### config.mk
export PLATFORM = sky130hd
export DESIGN_NAME = uart_tx_arbiter
export DESIGN_NICKNAME = d
export VERILOG_FILES = /design/src/rtl/uart_tx_arbiter.sv
export SDC_FILE = /design/constraint.sdc
export NUM_CORES = 1
export LEC_CHECK = 0
export ABC_AREA = 1
export ABC_CLOCK_PERIOD_IN_PS = 2400
export BUFFER_PORTS_ARGS = -buffer_cell sky130_fd_sc_hd__buf_2
export CAP_MARGIN = 30
export CORE_UTILIZATION = 40
export DETAILED_ROUTE_END_ITERATION = 10
export HOLD_SLACK_MARGIN = 0.12
export SLEW_MARGIN = 25
export SYNTH_ARGS = -nofsm -noshare
export SYNTH_HDL_FRONTEND = slang
export SYNTH_SLANG_ARGS = --single-unit
export TNS_END_PERCENT = 100
### constraint.sdc
create_clock -name Clock -period 2.4 [get_ports Clock]
set_clock_uncertainty 0.15 [all_clocks]
set_input_delay 0.36 -clock Clock [delete_from_list [all_inputs] [get_ports Clock]]
set_output_delay 0.36 -clock Clock [all_outputs]
set_load 0.01 [all_outputs]
### src/rtl/uart_tx_arbiter.sv
// rtl/uart_tx_arbiter.sv - packet-granular round-robin arbiter for a shared UART tx byte port
// The owner keeps the line until its Last byte is accepted or it stalls past the timeout.
module uart_tx_arbiter #(
  parameter int NumReq        = 2,
  parameter int TimeoutCycles = 65536
) (
  input  logic                Clock,
  input  logic                Reset,
  input  logic [NumReq*8-1:0] ReqData,
  input  logic [NumReq-1:0]   ReqValid,
  input  logic [NumReq-1:0]   ReqLast,
  output logic [NumReq-1:0]   ReqReady,
  output logic [7:0]          DataIn,
  output logic                DataInValid,
  input  logic                DataInReady,
  output logic [NumReq-1:0]   Grant,
  output logic                Busy,
  output logic                TimeoutPulse
);

  localparam int TimerWidth = (TimeoutCycles > 1) ? $clog2(TimeoutCycles) + 1 : 1;
  localparam int PtrWidth   = (NumReq > 1) ? $clog2(NumReq) : 1;
  localparam logic [TimerWidth-1:0] TimerLast =
    (TimeoutCycles > 0) ? TimerWidth'(TimeoutCycles - 1) : '0;
  localparam logic [PtrWidth-1:0] PtrReset = PtrWidth'(NumReq - 1);

  typedef enum logic {IDLE, GRANT} state_t;

  state_t                state, state_next;
  logic [PtrWidth-1:0]   ptr, ptr_next, pick;
  logic                  pick_found;
  logic [TimerWidth-1:0] timer, timer_next;
  logic                  valid_g, last_g, handshake;

  always_ff @(posedge Clock or posedge Reset) begin
    if (Reset) begin
      state <= IDLE;
      ptr   <= PtrReset;
      timer <= '0;
    end else begin
      state <= state_next;
      ptr   <= ptr_next;
      timer <= timer_next;
    end
  end

  // Scan starts one past the last owner so it ends up with lowest priority.
  always_comb begin
    int idx;
    idx        = 0;
    pick       = ptr;
    pick_found = 1'b0;
    for (int k = 1; k <= NumReq; k++) begin
      idx = (int'(ptr) + k) % NumReq;
      if (!pick_found && ReqValid[idx[PtrWidth-1:0]]) begin
        pick       = idx[PtrWidth-1:0];
        pick_found = 1'b1;
      end
    end
  end

  assign Busy      = (state == GRANT);
  assign valid_g   = ReqValid[ptr];
  assign last_g    = ReqLast[ptr];
  assign handshake = Busy && valid_g && DataInReady;

  assign Grant       = Busy ? (NumReq'(1'b1) << ptr) : '0;
  assign ReqReady    = Busy ? (NumReq'(DataInReady) << ptr) : '0;
  assign DataIn      = Busy ? ReqData[{ptr, 3'b000} +: 8] : 8'h00;
  assign DataInValid = Busy && valid_g;

  always_comb begin
    state_next   = state;
    ptr_next     = ptr;
    timer_next   = timer;
    TimeoutPulse = 1'b0;
    case (state)
      IDLE: begin
        timer_next = '0;
        if (pick_found) begin
          state_next = GRANT;
          ptr_next   = pick;
        end
      end
      GRANT: begin
        if (handshake) begin
          timer_next = '0;
          if (last_g) state_next = IDLE;
        end else if (!valid_g && TimeoutCycles != 0) begin
          // Only owner silence counts; transmitter backpressure never expires.
          if (timer == TimerLast) begin
            TimeoutPulse = 1'b1;
            state_next   = IDLE;
            timer_next   = '0;
          end else begin
            timer_next = timer + 1'b1;
          end
        end
      end
      default: state_next = IDLE;
    endcase
  end

endmodule
* Word-level counts from Yosys, hierarchy flattened *
Index checks and enable logic that the tools add are counted.
W data, S select, Z words.

storage, ports and cells
  bits in registers = 19
  latch bits = 0
  RAM bits = 0
  ROM bits = 0
  input bits = 23
  output and inout bits = 15
  logic and storage cells = 50
  memories kept = 0

operators by class
  add/sub/neg operators = 3
  multiply operators = 0
  div/mod/pow operators = 0
  order comparisons = 3
  equality and inequality tests = 2
  shift-type cells = 3
  muxes and demuxes = 29
  bitwise logic cells = 1
  reductions and logical operators = 6

operators with widths
  cell                     number
  $mux W17                 3
  $pmux W17 S2             1
  $mux W1                  21
  $add A17 B1 Y17 const B  1
  $eq A17 B16 Y1 const B   1
  $shiftx A16 B5 Y8        1
  $mux W8                  1
  $lt A1 B2 Y1 const B     3
  $mux W2                  2
  $logic_and A1 B1 Y1      3
  $ne A3 B2 Y1 const B     1
  $reduce_and A3 Y1        1
  $add A1 B1 Y1 const B    2
  $pmux W1 S2              1
  $reduce_bool A2 Y1       1
  $shl A1 B1 Y2            1
  $shl A1 B1 Y2 const A    1
  $logic_not A1 Y1         1
  $not A1 Y1               1

* Longest topological paths before layout *
  word-level depth = 9
  mapped depth = 10
  mapped depth without buffers = 10

* Worst setup path after synthesis *
OpenSTA, ideal clock, no wires.

  path kind = flip-flop to output port
  from = register timer[0]
  to = output port TimeoutPulse
  data arrival time = 1271 ps
  data required time = 1890 ps
  setup slack = 619 ps
  cell stages (with the launch flop) = 8
  buffers on the path = 0
  cells stage by stage = dfrtp_1 > ha_1 > nand2_2 > nor2_1 > nand2_2 > nor2_4 > nand3_4 > nor2_1

between the ends
  cells in the longest elaborated chain, start to end = 5

RTL lines
  element                   line  RTL
  start: declaration        32    logic [TimerWidth-1:0] timer, timer_next;
  start signal: assignment  43    timer <= timer_next;
  $eq A17 B16 Y1            91    if (timer == TimerLast) begin
  $mux W1                   91
  $mux W1                   89    end else if (!valid_g && TimeoutCycles != 0) begin
  $mux W1                   86    if (handshake) begin
  $mux W1                   77    case (state)
  end: declaration          18    output logic TimeoutPulse

Every way passes these cells.

* Worst setup path after layout *
Ends and elaborated chain as after synthesis.

==> metrics.log <==
INFO  metric drv.max_cap_violation_count = 0
INFO  metric die_h = 59.0 µm
INFO  metric post_synth_xor_area_fraction = about 5.4%
INFO  metric timing.final.setup_violations = 0
INFO  metric biggest_area_consumer_among_synthesized_cells = sky130_fd_sc_hd__dfrtp_1
INFO  metric min_delay_path_depth = 2
INFO  metric postRouteWirelength = around 3000 µm
INFO  metric place_hpwl = 2380 µm
INFO  metric drt_iter0_markers = 50
INFO  metric synth_top_area_share = 34.7%
INFO  metric synth.ff_latch_count = 19
INFO  metric part_of_the_yosys_area_used_for_sequential_elements = a little under two fifths
INFO  metric mostFrequentLayoutCells = sky130_fd_sc_hd__nand2_1, sky130_fd_sc_hd__buf_2, sky130_fd_sc_hd__dfrtp_1, sky130_fd_sc_hd__inv_1, sky130_fd_sc_hd__nor2_1
INFO  metric timing_max_transition_violations_final = 0
INFO  metric slew_headroom = between 50% and 60%
INFO  metric grt_overflow = 0
INFO  metric syn_to_final_growth = 21.3%
INFO  metric tns = 0 ns
INFO  metric remaining_drc_errors = 0
INFO  metric clkLatencyLatePin = 0.30 ns
INFO  metric netlist_instances = 159
INFO  metric final_hold_viol_count = 0
INFO  metric report.power.total = about 1.3 mW
INFO  metric min_period = 2.26 ns
INFO  metric critical_path_arrival = 1.75 ns
INFO  metric met3_track_demand_over_resource = 4.59%
INFO  metric finish.cell_count_without_fillers = 245
INFO  metric horiz_die_dim = between 50 and 60 µm
INFO  metric hold_path.startpoint = ReqValid[1]
INFO  metric tritoncts.num_buffers = 3
INFO  metric timing.reg2reg.worst_path_depth = 8
INFO  metric total_leakage_power = 0.755 nW
INFO  metric route.antenna.remaining_nets = 0
INFO  metric ys_top_cells_by_area = sky130_fd_sc_hd__dfrtp_1, sky130_fd_sc_hd__nand2_1, sky130_fd_sc_hd__a22o_1
INFO  metric cts_max_path_buffers = 2
INFO  metric main_combinational_cell_family_by_area_after_synthesis = simple AND/OR/NAND/NOR gates
INFO  metric clock.fmax = 443 MHz
INFO  metric core-area = 3080 µm²
INFO  metric design.die.area = ~3500 µm²
INFO  metric via_per_inst = roughly 4.9
INFO  metric yosys.area_share.adder = 0.963%
INFO  metric first_global_vias = between 1k and 1.5k
INFO  metric r2r-start = timer[0]$_DFFE_PP0P_
INFO  metric simple_gate_area_share_of_the_yosys_netlist = between 30% and 40%
INFO  metric maximum_number_of_pins_on_one_net_before_global_route_repair = 20
INFO  metric number_of_antenna_violations_at_the_first_check_in_global_routing = 0
INFO  metric postSynthNetCount = 183
INFO  metric routabilityCongestion = 0.903
INFO  metric hold_path_end = ptr$_DFFE_PP1P_
INFO  metric grt_pass1_wl = 4650 µm
INFO  metric peakVddDrop = 0.361 mV
INFO  metric grt_use_met1 = between 20% and 30%
INFO  metric synthArstFlopShare = 100%
INFO  metric crit_path_start_kind = register
INFO  metric tritoncts_num_sinks = 19
INFO  metric path_class = reg2out
INFO  metric synthDistinctLibCells = 30
INFO  metric row_count = 20
INFO  metric synth-compound-area-share = 18.5%
INFO  metric dp.cells = between 200 and 250
INFO  metric design.portCount = 38
INFO  metric clock_slew_seen_by_the_registers_of_the_worst_setup_and_hold_paths = 0.11 ns
INFO  metric syn_area_per_cell = 8.17 µm²
INFO  metric cts_tree = done
INFO  metric wl_per_cell = roughly 12 µm
INFO  metric outcome = completed
INFO  metric nets = about 230
INFO  metric cellPowerDensity = 798 nW/µm²
INFO  metric global_route.peak_usage_layer = met2
INFO  metric ctsRootBufferMaster = sky130_fd_sc_hd__clkbuf_4
INFO  metric met2_usage = 28.6%
INFO  metric regArea = 477 µm²
INFO  metric timing.reg2reg.setup_slack = ~0.60 ns
INFO  metric final_min_period_over_clock_period = between 90 and 100%
INFO  metric num-fill-cells = about 300
INFO  metric grt_setup_unrepaired = no
INFO  metric path_max_fanout = 6
INFO  metric crit_required = around 1.9 ns
INFO  metric worst_setup_path_end_kind = primary output
INFO  metric drt_pre_antenna_iters = 4
INFO  metric count_of_flip_flops_with_a_built_in_enable_after_synthesis = 0
INFO  metric initial_utilization = 42.2%
INFO  metric drive_gt1_share = between 30% and 40%
INFO  metric endpoint_of_the_worst_slack_reg_to_reg_timing_path = timer[14]$_DFFE_PP0P_
INFO  metric synthesis.area = 1300 µm²
INFO  metric multi_input_area = 739 µm²
INFO  metric synth.mux.area_fraction = 0%
INFO  metric hold_wc_path_type = in2reg
INFO  metric antenna-diode-count = 0
INFO  metric detailroute.via_count = ~1.2k
INFO  metric primary_ff_master_synth = sky130_fd_sc_hd__dfrtp_1
INFO  metric numPortBuffers = 37
INFO  metric htree_num_levels = 1
INFO  metric tightestPinTransition = 0.723 ns
INFO  metric synth_warnings = 0
INFO  metric aggregate_global_route_resource_usage = 18.0%
-- worst max-delay path, cell delays in order, from the launching register on --
cell and delay [ns]:
sky130_fd_sc_hd__dfrtp_1 0.44, sky130_fd_sc_hd__ha_4 0.17, sky130_fd_sc_hd__nand2_2 0.06, sky130_fd_sc_hd__nor2_1 0.13
sky130_fd_sc_hd__nand2_2 0.12, sky130_fd_sc_hd__nor2_4 0.16, sky130_fd_sc_hd__nand3_4 0.12, sky130_fd_sc_hd__nor2_1 0.10
sky130_fd_sc_hd__buf_2 0.14
-- synthesized netlist by cell type (all sizes together) (2+ instances only) --
cell type	count
inv	17
a22o	8
o22ai	5
nand3	13
nand2	41
xor2	7
a21oi	3
o21bai	2
buf	2
o21ai	11
nand4	5
nor2	19
nor3	2
dfrtp	18
-- per-stage QoR --
stage / utilization (%) / cell area (µm²) / hold WS [ns] / setup slack, ns
5_1_grt: 51.2 / 1580 / 0.150 / 0.00553
3_3_place_gp: 49.1 / 1510 / 0.341 / 0.491
2_1_floorplan: - / 1300 / 0.160 / 0.619
4_1_cts: 50.3 / 1550 / 0.164 / 0.0796
3_5_place_dp: 49.1 / 1510 / 0.361 / 0.429
6_report: 51.2 / 1580 / 0.174 / 0.142
-- report_power, final --
| part | leakage, nW | internal (mW) | switching [mW] |
|---|---|---|---|
| Combinational | 0.485 | 0.266 | 0.415 |
| Clock | 0.0150 | 0.0647 | 0.0968 |
| Sequential | 0.255 | 0.365 | 0.0492 |
-- per-layer routing --
layer  wire length [µm]  share of wire (%)
met3                 90                3.0
met1               1500                 50
met2               1410                 47
met5                  0                  0
met4                 17               0.56
-- registers in the layout, summed over array words and instances, names as in the netlist --
signal / count
ptr: 1
timer: 17
Busy: 1
-- worst max path at each step --
stage	from	depth (start not counted)	slack (ns)	endpoint
floorplan	timer[0]$_DFFE_PP0P_	7	0.62	TimeoutPulse
global placement	timer[0]$_DFFE_PP0P_	8	0.49	TimeoutPulse
detailed placement	timer[0]$_DFFE_PP0P_	8	0.43	TimeoutPulse
CTS	timer[0]$_DFFE_PP0P_	8	0.08	TimeoutPulse
global route	timer[0]$_DFFE_PP0P_	8	0.006	TimeoutPulse
finish	timer[0]$_DFFE_PP0P_	8	0.14	TimeoutPulse
-- cell families after synthesis --
group / after synthesis
and+or+nand+nor: 81
AOI/OAI and AO/OA: 30
buffers and inverters: 20
DFF: 19
xor gates and xnor gates: 8
adders and majority gates: 1
-- area by class of cell --
| cell class | count | share of cell area, % |
|---|---|---|
| clock buffer | 4 | 1.67 |
| inverter | 18 | 4.29 |
| multi-input combinational | 120 | 46.9 |
| sequential | 19 | 30.3 |
| tap | 44 | 3.49 |
| timing repair buffer | 40 | 13.3 |
-- what timing repair did --
action / 4_1_cts / 5_1_grt
setup endpoints to repair: 0 / 1
setup buffers: 0 / 2
hold buffers: 1 / 0
gates resized for setup: 0 / 2
hold endpoints to repair: 18 / 0
Power figures use the tool's default switching activity.
